**config.mk**
```make
export PLATFORM = sky130hd
export DESIGN_NAME = snitch_icache_event_counters
export DESIGN_NICKNAME = d
export VERILOG_FILES = /design/src/rtl/snitch_icache_event_counters.sv
export SDC_FILE = /design/constraint.sdc
export NUM_CORES = 1
export LEC_CHECK = 0
export CAP_MARGIN = 20
export CORE_UTILIZATION = 30
export CTS_CLUSTER_DIAMETER = 50
export DETAILED_ROUTE_END_ITERATION = 16
export PLACE_DENSITY = 0.5
export SYNTH_ARGS = -nofsm -noshare
export SYNTH_HDL_FRONTEND = slang
export SYNTH_SLANG_ARGS = --single-unit
```
**constraint.sdc**
```tcl
create_clock -name clk_i -period 4.6 [get_ports clk_i]
set_input_delay 1.38 -clock clk_i [delete_from_list [all_inputs] [get_ports clk_i]]
set_output_delay 1.38 -clock clk_i [all_outputs]
set_load 0.02 [all_outputs]
```
**src/rtl/snitch_icache_event_counters.sv**
```systemverilog
// Cluster-wide icache event counters (miss/hit/prefetch/double_hit/stall) with sticky overflow flags.
// Counts are visible 1+REG_EVENTS cycles after the events; reads return data one cycle after accept.
package snitch_icache_event_pkg;
  typedef struct packed {
    logic l0_miss;
    logic l0_hit;
    logic l0_prefetch;
    logic l0_double_hit;
    logic l0_stall;
  } icache_events_t;
endpackage

module snitch_icache_event_counters
  import snitch_icache_event_pkg::*;
#(
  parameter int NR_FETCH_PORTS = 4,
  parameter int CNT_WIDTH      = 32,
  parameter bit SATURATE       = 1'b1,
  parameter bit REG_EVENTS     = 1'b1
) (
  input  logic                                 clk_i,
  input  logic                                 rst_ni,
  input  logic                                 enable_i,
  input  logic                                 clear_i,
  input  icache_events_t [NR_FETCH_PORTS-1:0]  events_i,
  input  logic                                 rd_valid_i,
  output logic                                 rd_ready_o,
  input  logic [2:0]                           rd_addr_i,
  output logic                                 rd_rvalid_o,
  input  logic                                 rd_rready_i,
  output logic [CNT_WIDTH-1:0]                 rd_rdata_o,
  output logic                                 rd_err_o
);

  localparam int NEV   = 5;
  localparam int INC_W = $clog2(NR_FETCH_PORTS + 1);

  logic [NR_FETCH_PORTS-1:0][NEV-1:0] w_ev_masked;
  logic [NR_FETCH_PORTS-1:0][NEV-1:0] w_ev_cnt;
  logic [NEV-1:0][INC_W-1:0]          w_inc;
  logic [NEV-1:0][CNT_WIDTH:0]        w_sum;
  logic [NEV-1:0][CNT_WIDTH-1:0]      r_cnt;
  logic [NEV-1:0]                     r_ovf;
  logic [CNT_WIDTH-1:0]               w_rdata;
  logic                               w_err;
  logic                               r_rvalid;
  logic [CNT_WIDTH-1:0]               r_rdata;
  logic                               r_err;

  // Bit k of each port vector is counter k (0=miss .. 4=stall), matching the read address map.
  always_comb begin
    w_ev_masked = '0;
    for (int p = 0; p < NR_FETCH_PORTS; p++) begin
      w_ev_masked[p] = {events_i[p].l0_stall, events_i[p].l0_double_hit, events_i[p].l0_prefetch,
                        events_i[p].l0_hit, events_i[p].l0_miss} & {NEV{enable_i}};
    end
  end

  if (REG_EVENTS) begin : g_reg
    logic [NR_FETCH_PORTS-1:0][NEV-1:0] r_ev;
    always_ff @(posedge clk_i or negedge rst_ni) begin
      if (!rst_ni) begin
        r_ev <= '0;
      end else begin
        r_ev <= clear_i ? '0 : w_ev_masked;
      end
    end
    assign w_ev_cnt = r_ev;
  end else begin : g_comb
    assign w_ev_cnt = w_ev_masked;
  end

  always_comb begin
    w_inc = '0;
    w_sum = '0;
    for (int k = 0; k < NEV; k++) begin
      for (int p = 0; p < NR_FETCH_PORTS; p++) begin
        w_inc[k] = w_inc[k] + INC_W'(w_ev_cnt[p][k]);
      end
      w_sum[k] = {1'b0, r_cnt[k]} + {{(CNT_WIDTH + 1 - INC_W){1'b0}}, w_inc[k]};
    end
  end

  always_ff @(posedge clk_i or negedge rst_ni) begin
    if (!rst_ni) begin
      r_cnt <= '0;
      r_ovf <= '0;
    end else if (clear_i) begin
      r_cnt <= '0;
      r_ovf <= '0;
    end else begin
      for (int k = 0; k < NEV; k++) begin
        if (w_sum[k][CNT_WIDTH]) begin
          r_ovf[k] <= 1'b1;
          r_cnt[k] <= SATURATE ? {CNT_WIDTH{1'b1}} : w_sum[k][CNT_WIDTH-1:0];
        end else begin
          r_cnt[k] <= w_sum[k][CNT_WIDTH-1:0];
        end
      end
    end
  end

  // Read mux samples the pre-update counters, so an accept in a count/clear cycle sees old values.
  always_comb begin
    w_rdata = '0;
    w_err   = 1'b0;
    case (rd_addr_i)
      3'd0, 3'd1, 3'd2, 3'd3, 3'd4: w_rdata = r_cnt[rd_addr_i];
      3'd5:                         w_rdata = {{(CNT_WIDTH - NEV){1'b0}}, r_ovf};
      default:                      w_err   = 1'b1;
    endcase
  end

  assign rd_ready_o = !r_rvalid || rd_rready_i;

  always_ff @(posedge clk_i or negedge rst_ni) begin
    if (!rst_ni) begin
      r_rvalid <= 1'b0;
      r_rdata  <= '0;
      r_err    <= 1'b0;
    end else if (rd_valid_i && rd_ready_o) begin
      r_rvalid <= 1'b1;
      r_rdata  <= w_rdata;
      r_err    <= w_err;
    end else if (rd_rready_i) begin
      r_rvalid <= 1'b0;
    end
  end

  assign rd_rvalid_o = r_rvalid;
  assign rd_rdata_o  = r_rdata;
  assign rd_err_o    = r_err;

endmodule

```
Word-level counts from Yosys, hierarchy flattened

Cells that the tools add are included.

Add/subtract/negate cells: 20
Order comparisons: 1
Eq/ne operators: 5
Muxes and demuxes: 19
Bitwise logic cells: 4
Reduce and logical (&&, ||, !) cells: 12

Operators with widths:

| operator             | count |
|---|---|
| $mux W32             | 6 |
| $add A32 B3 Y33      | 5 |
| $mux W160            | 1 |
| $bmux W32 S3         | 1 |
| $pmux W32 S2         | 1 |
| $and A5 B5 Y5        | 4 |
| $mux W20             | 1 |
| $add A2 B1 Y3        | 5 |
| $add A3 B1 Y3        | 5 |
| $reduce_bool A2 Y1   | 6 |
| $add A1 B1 Y2        | 5 |
| $mux W1              | 8 |
| $eq A3 B2 Y1 const B | 2 |
| $eq A3 B3 Y1 const B | 2 |
| $reduce_or A6 Y1     | 1 |
| $mux W5              | 1 |
| $reduce_or A5 Y1     | 1 |
| $lt A3 B4 Y1 const B | 1 |
| $eq A3 B1 Y1 const B | 1 |
| $logic_not A3 Y1     | 1 |
| $logic_and A1 B1 Y1  | 1 |
| $logic_not A1 Y1     | 1 |
| $logic_or A1 B1 Y1   | 1 |

Register bits: 219
Bits of input ports: 29
Output and inout bits: 35
Word-level logic and storage cells: 78

Longest topological paths before layout

Depth after elaboration: 6
Depth in mapped cells: 12

Least setup slack after synthesis

No wires, ideal clock.

Path type: reg2reg
Start point: register r_cnt[64] (netlist name)
End point: register r_cnt[70] (netlist name)
Setup time: 78 ps
Arrival time: 3032 ps
Data required time: 4522 ps
Slack: 1490 ps
Cell stages (with the launch flop): 13
Buffers on the path: 2
Clock period less this slack: 3110 ps
Path through: dfrtp_1 fa_1 inv_1 fa_1 inv_1 fa_1 and3_1 clkbuf_1 nand3_1 nor3_1 nand2_2 buf_2 a21oi_1

Cells in the longest elaborated chain, start to end: 3

RTL lines:

| element                           | RTL line | text |
|---|---|---|
| from (decl)                       | 42       | `logic [NEV-1:0][CNT_WIDTH-1:0] r_cnt;` |
| from (signal, indexed assignment) | 95       | `r_cnt[k] <= SATURATE ? {CNT_WIDTH{1'b1}} : w_sum[k][CNT_WIDTH-1:0];` |
| from (signal, indexed assignment) | 97       | `r_cnt[k] <= w_sum[k][CNT_WIDTH-1:0];` |
| $add A32 B3 Y33                   | 80       | `w_sum[k] = {1'b0, r_cnt[k]} + {{(CNT_WIDTH + 1 - INC_W){1'b0}}, w_inc[k]};` |
| $mux W32                          | 93       | `if (w_sum[k][CNT_WIDTH]) begin` |
| $mux W160                         | 88       | `end else if (clear_i) begin` |

No other way between the ends.
A chain may end at the register's enable or synchronous reset.

Final worst setup path

Start point: input port rd_rready_i
End point: output port rd_ready_o

Cells in the longest elaborated chain, start to end: 1

RTL lines:

| element            | RTL line | text |
|---|---|---|
| from (decl)        | 30       | `input logic rd_rready_i,` |
| $logic_or A1 B1 Y1 | 114      | `assign rd_ready_o = !r_rvalid \|\| rd_rready_i;` |
| to (decl)          | 27       | `output logic rd_ready_o,` |

No other way between the ends.

==> metrics.md <==
| Metric | Value |
|---|---|
| DRC viols | 0 |
| Die area | 40,100 sq um |
| Critical Path AT | 2.60 ns |
| Tot GR Track Use | 0.167 |
| Row cnt | 72 |
| CP max FO | 3 |
| Post-synth top cells | 219 x dfrtp_1, 163 x a21oi_1, 104 x nand2_1, 65 x xor2_1, 56 x xnor2_1 |
| Crit path cell chain | clkdlybuf4s50_1 -> nand2b_1 -> clkdlybuf4s50_1 |
| Hold buffer count at cts | 0 |
| Tmin final | 3.98 ns |
| Most frequent cell after synthesis | dfrtp_1 |
| Max frequency | 251 MHz |
| LEAKAGE | 5.66 nW |
| Synth Area in Simple Gates | 0.183 |
| Post-Synth Adder-Cell Area | 0.0308 |
| CP Class | primary input to primary output |
| Total power | 4.73 mW |
| Final hold slack | 0.476 ns |
| Pin count of the biggest net entering global routing | 104 |
| Async SR Flop Fraction | 1.00 |
| Skew final | 0.0204 ns |
| Antenna violations before repair | 1 |
| Sequential share of the synthesized area | 0.465 |
| Clock Sinks | 219 |
| Worst min path class | flip-flop to flip-flop |
| CP startpoint | rd_rready_i |
| Nets | 1,297 |
| Xor and xnor area share after synthesis | 0.0899 |
| Max Slew Vio Count | 0 |
| Area post-placement | 13,000 sq um |
| Unrepaired setup endpoints after global routing | false |
| CTS clk-pin slew, worst paths | 0.06 ns |
| Worst Hold Launch | rd_rdata_o[14]$_DFFE_PN0P_ |
| Gr ovfl total | 0 |
| Final core utilization | 0.362 |
| Post-synth EDFFs | 0 |
| Post-route design area | 14,000 sq um |
| Unique masters post-synth | 60 |
| Final cell count without fillers | 1,788 |
| Hold Violations, Final | 0 |
| Multi-input gate area | 5860 sq um |
| DRT Pass-1 Iters | 5 |
| Vias per Instance | 5.21 |
| Final ANT Viol Nets | 0 |
| CP bufs+invs | 2 |
| CP max-delay cell | clkdlybuf4s50_1 |
| Avg Cell Area, Syn | 9.85 sq um |
| Post-CTS setup buffer count | 0 |
| Largest family of logic cells by synthesized area | simple AND/OR/NAND/NOR gates |
| Max-cap viol count | 0 |
| Worst slew margin | 0.424 |
| Mapped Area | 11,800 sq um |
| Crit path max-delay family | buffers and inverters |
| Synth Flop Type | dfrtp_1 |
| Top cell type by total area after synthesis | dfrtp_1 |
| P per Cell Area | 337 nW/um^2 |
| Routability cong. | 0.846 |
| Detailed placement HPWL | 23,600 microns |
| WL per Instance | 18.6 microns |
| Syn nets | 1,246 |
| Initial cell density of the core | 0.304 |
| Compound-cell area share of the yosys netlist | 0.137 |
| CP dominant cell by count | clkdlybuf4s50_1 |
| Setup TNS | 0 ns |
| Core Region | 38,700 sq um |
| Seq. cell area | 5480 sq um |
| Worst-margin pin slew | 0.860 ns |
| First-pass GRT wire length | 53,200 microns |
| H-tree depth | 1 |
| Root Buffer | clkbuf_16 |
| Via count | 9,314 |
| I/O pins | 64 |
| Initial DRC count | 631 |
| Clock Latency Late Sink | 0.56 ns |
| Dominant cells by area after synthesis | dfrtp_1 46%, a21oi_1 6.9%, xor2_1 4.8% |
| Pre-CTS setup slack | 0.622 ns |
| Mux cell area share after synthesis | 0.0560 |
| CTS tree | done |
| Status | completed |
| Area Overhead vs Synth | 19.0% |
| CP max stage delay | 0.62 ns |
| Die Y | 200 microns |
| Post_cts resized | 0 |
| Chip width | 200 microns |
| Startpoint types | primary input |
| Max Root-Sink Buffers | 3 |
| Placed insts | 1,732 |
| WL final | 33,300 microns |
| Synth warn | 0 |
| CTS buffer count | 31 |
| Fin crit share | 0.865 |
| # fillers | 3,925 |
| RR Startpoint | r_cnt[128]$_DFF_PN0_ |
| Synthesis-stage register bit count | 219 |
| Critical Path RT | 3.22 ns |
| Crit. End Element | primary output |
| Final setup margin | 0.623 ns |
| Port bufs | 63 |
| Final setup viols | 0 |
| Share of post-route cells with drive strength above 1 | 0.101 |
| Post-Synthesis Cells | 1,197 |
| Synth top area share | 0.465 |
| Peak VDD IR | 0.256 mV |
| Vias in the first global route | 9,073 |
==> sequential cells by signal (all words and copies together), names as in the netlist <==
register / cells
g_reg.r_ev: 20
r_cnt: 160
r_ovf: 5
rd_err_o: 1
rd_rdata_o: 32
rd_rvalid_o: 1
==> kinds of logic after synthesis <==
family	count (synthesis)
flops	219
compound gates	279
fa+ha+maj	20
simple gates	403
mux	42
buf+inv	113
xor+xnor	121
==> cell type report <==
| type | count | share of cell area |
|---|---|---|
| Antenna cell | 1 | 0.000178 |
| Clock buffer | 39 | 0.0603 |
| Clock inverter | 15 | 0.0122 |
| Inverter | 43 | 0.0115 |
| Multi-Input combinational cell | 865 | 0.417 |
| Sequential cell | 219 | 0.390 |
| Tap cell | 518 | 0.0462 |
| Timing Repair Buffer | 88 | 0.0619 |
==> path summary, 6_finish.rpt <==
kind / slack (ns) / cells past startpoint / to
worst max-delay path: 0.62 / 3 / rd_ready_o
worst min-delay path: 0.48 / 2 / rd_rdata_o[14]$_DFFE_PN0P_
worst max register to register: 1.02 / 10 / r_cnt[147]$_DFF_PN0_
worst min register to register: 0.48 / 2 / rd_rdata_o[14]$_DFFE_PN0P_
max in group asynchronous: 2.83 / 2 / r_cnt[92]$_DFF_PN0_
min in group asynchronous: 0.88 / 1 / g_reg.r_ev[19]$_DFF_PN0_
==> worst register-to-register path, cell delays in order, from the launching register on <==
cell,delay [ns]
dfrtp_1,0.40
fa_1,0.53
inv_1,0.05
fa_1,0.39
inv_1,0.09
fa_1,0.20
nand3_1,0.21
nor3_1,0.35
and4_1,0.53
nand2_2,0.46
a21oi_1,0.30
==> where the power goes <==
group,internal (mW),switching (mW),total [mW]
registers,1.97,0.0355,2.01
clock network,1.46,0.901,2.36
logic,0.140,0.217,0.357
total,3.57,1.15,4.73
==> per-layer routing <==
layer	up-vias	global-route usage	wire length, microns
met5	-	0	0
met4	0	0.0458	821
met3	45	0.0277	1830
met2	251	0.244	14300
met1	4625	0.253	16400
li1	4393	-	-
==> cells in the final DEF, fill, tap and decap left out, types with 22 or more instances in the layout <==
cell type          n
nand4_1           35
and2_1            27
nor3_1            41
dfrtp_1          219
and3_1            25
xor2_1            65
xnor2_1           56
nand2_1          103
clkdlybuf4s50_1   59
o21ai_0           40
a21oi_1          163
nand3_1           46
clkbuf_16         31
inv_1             42
buf_4             22
nor2_1            45
Power figures use the tool's default switching activity.
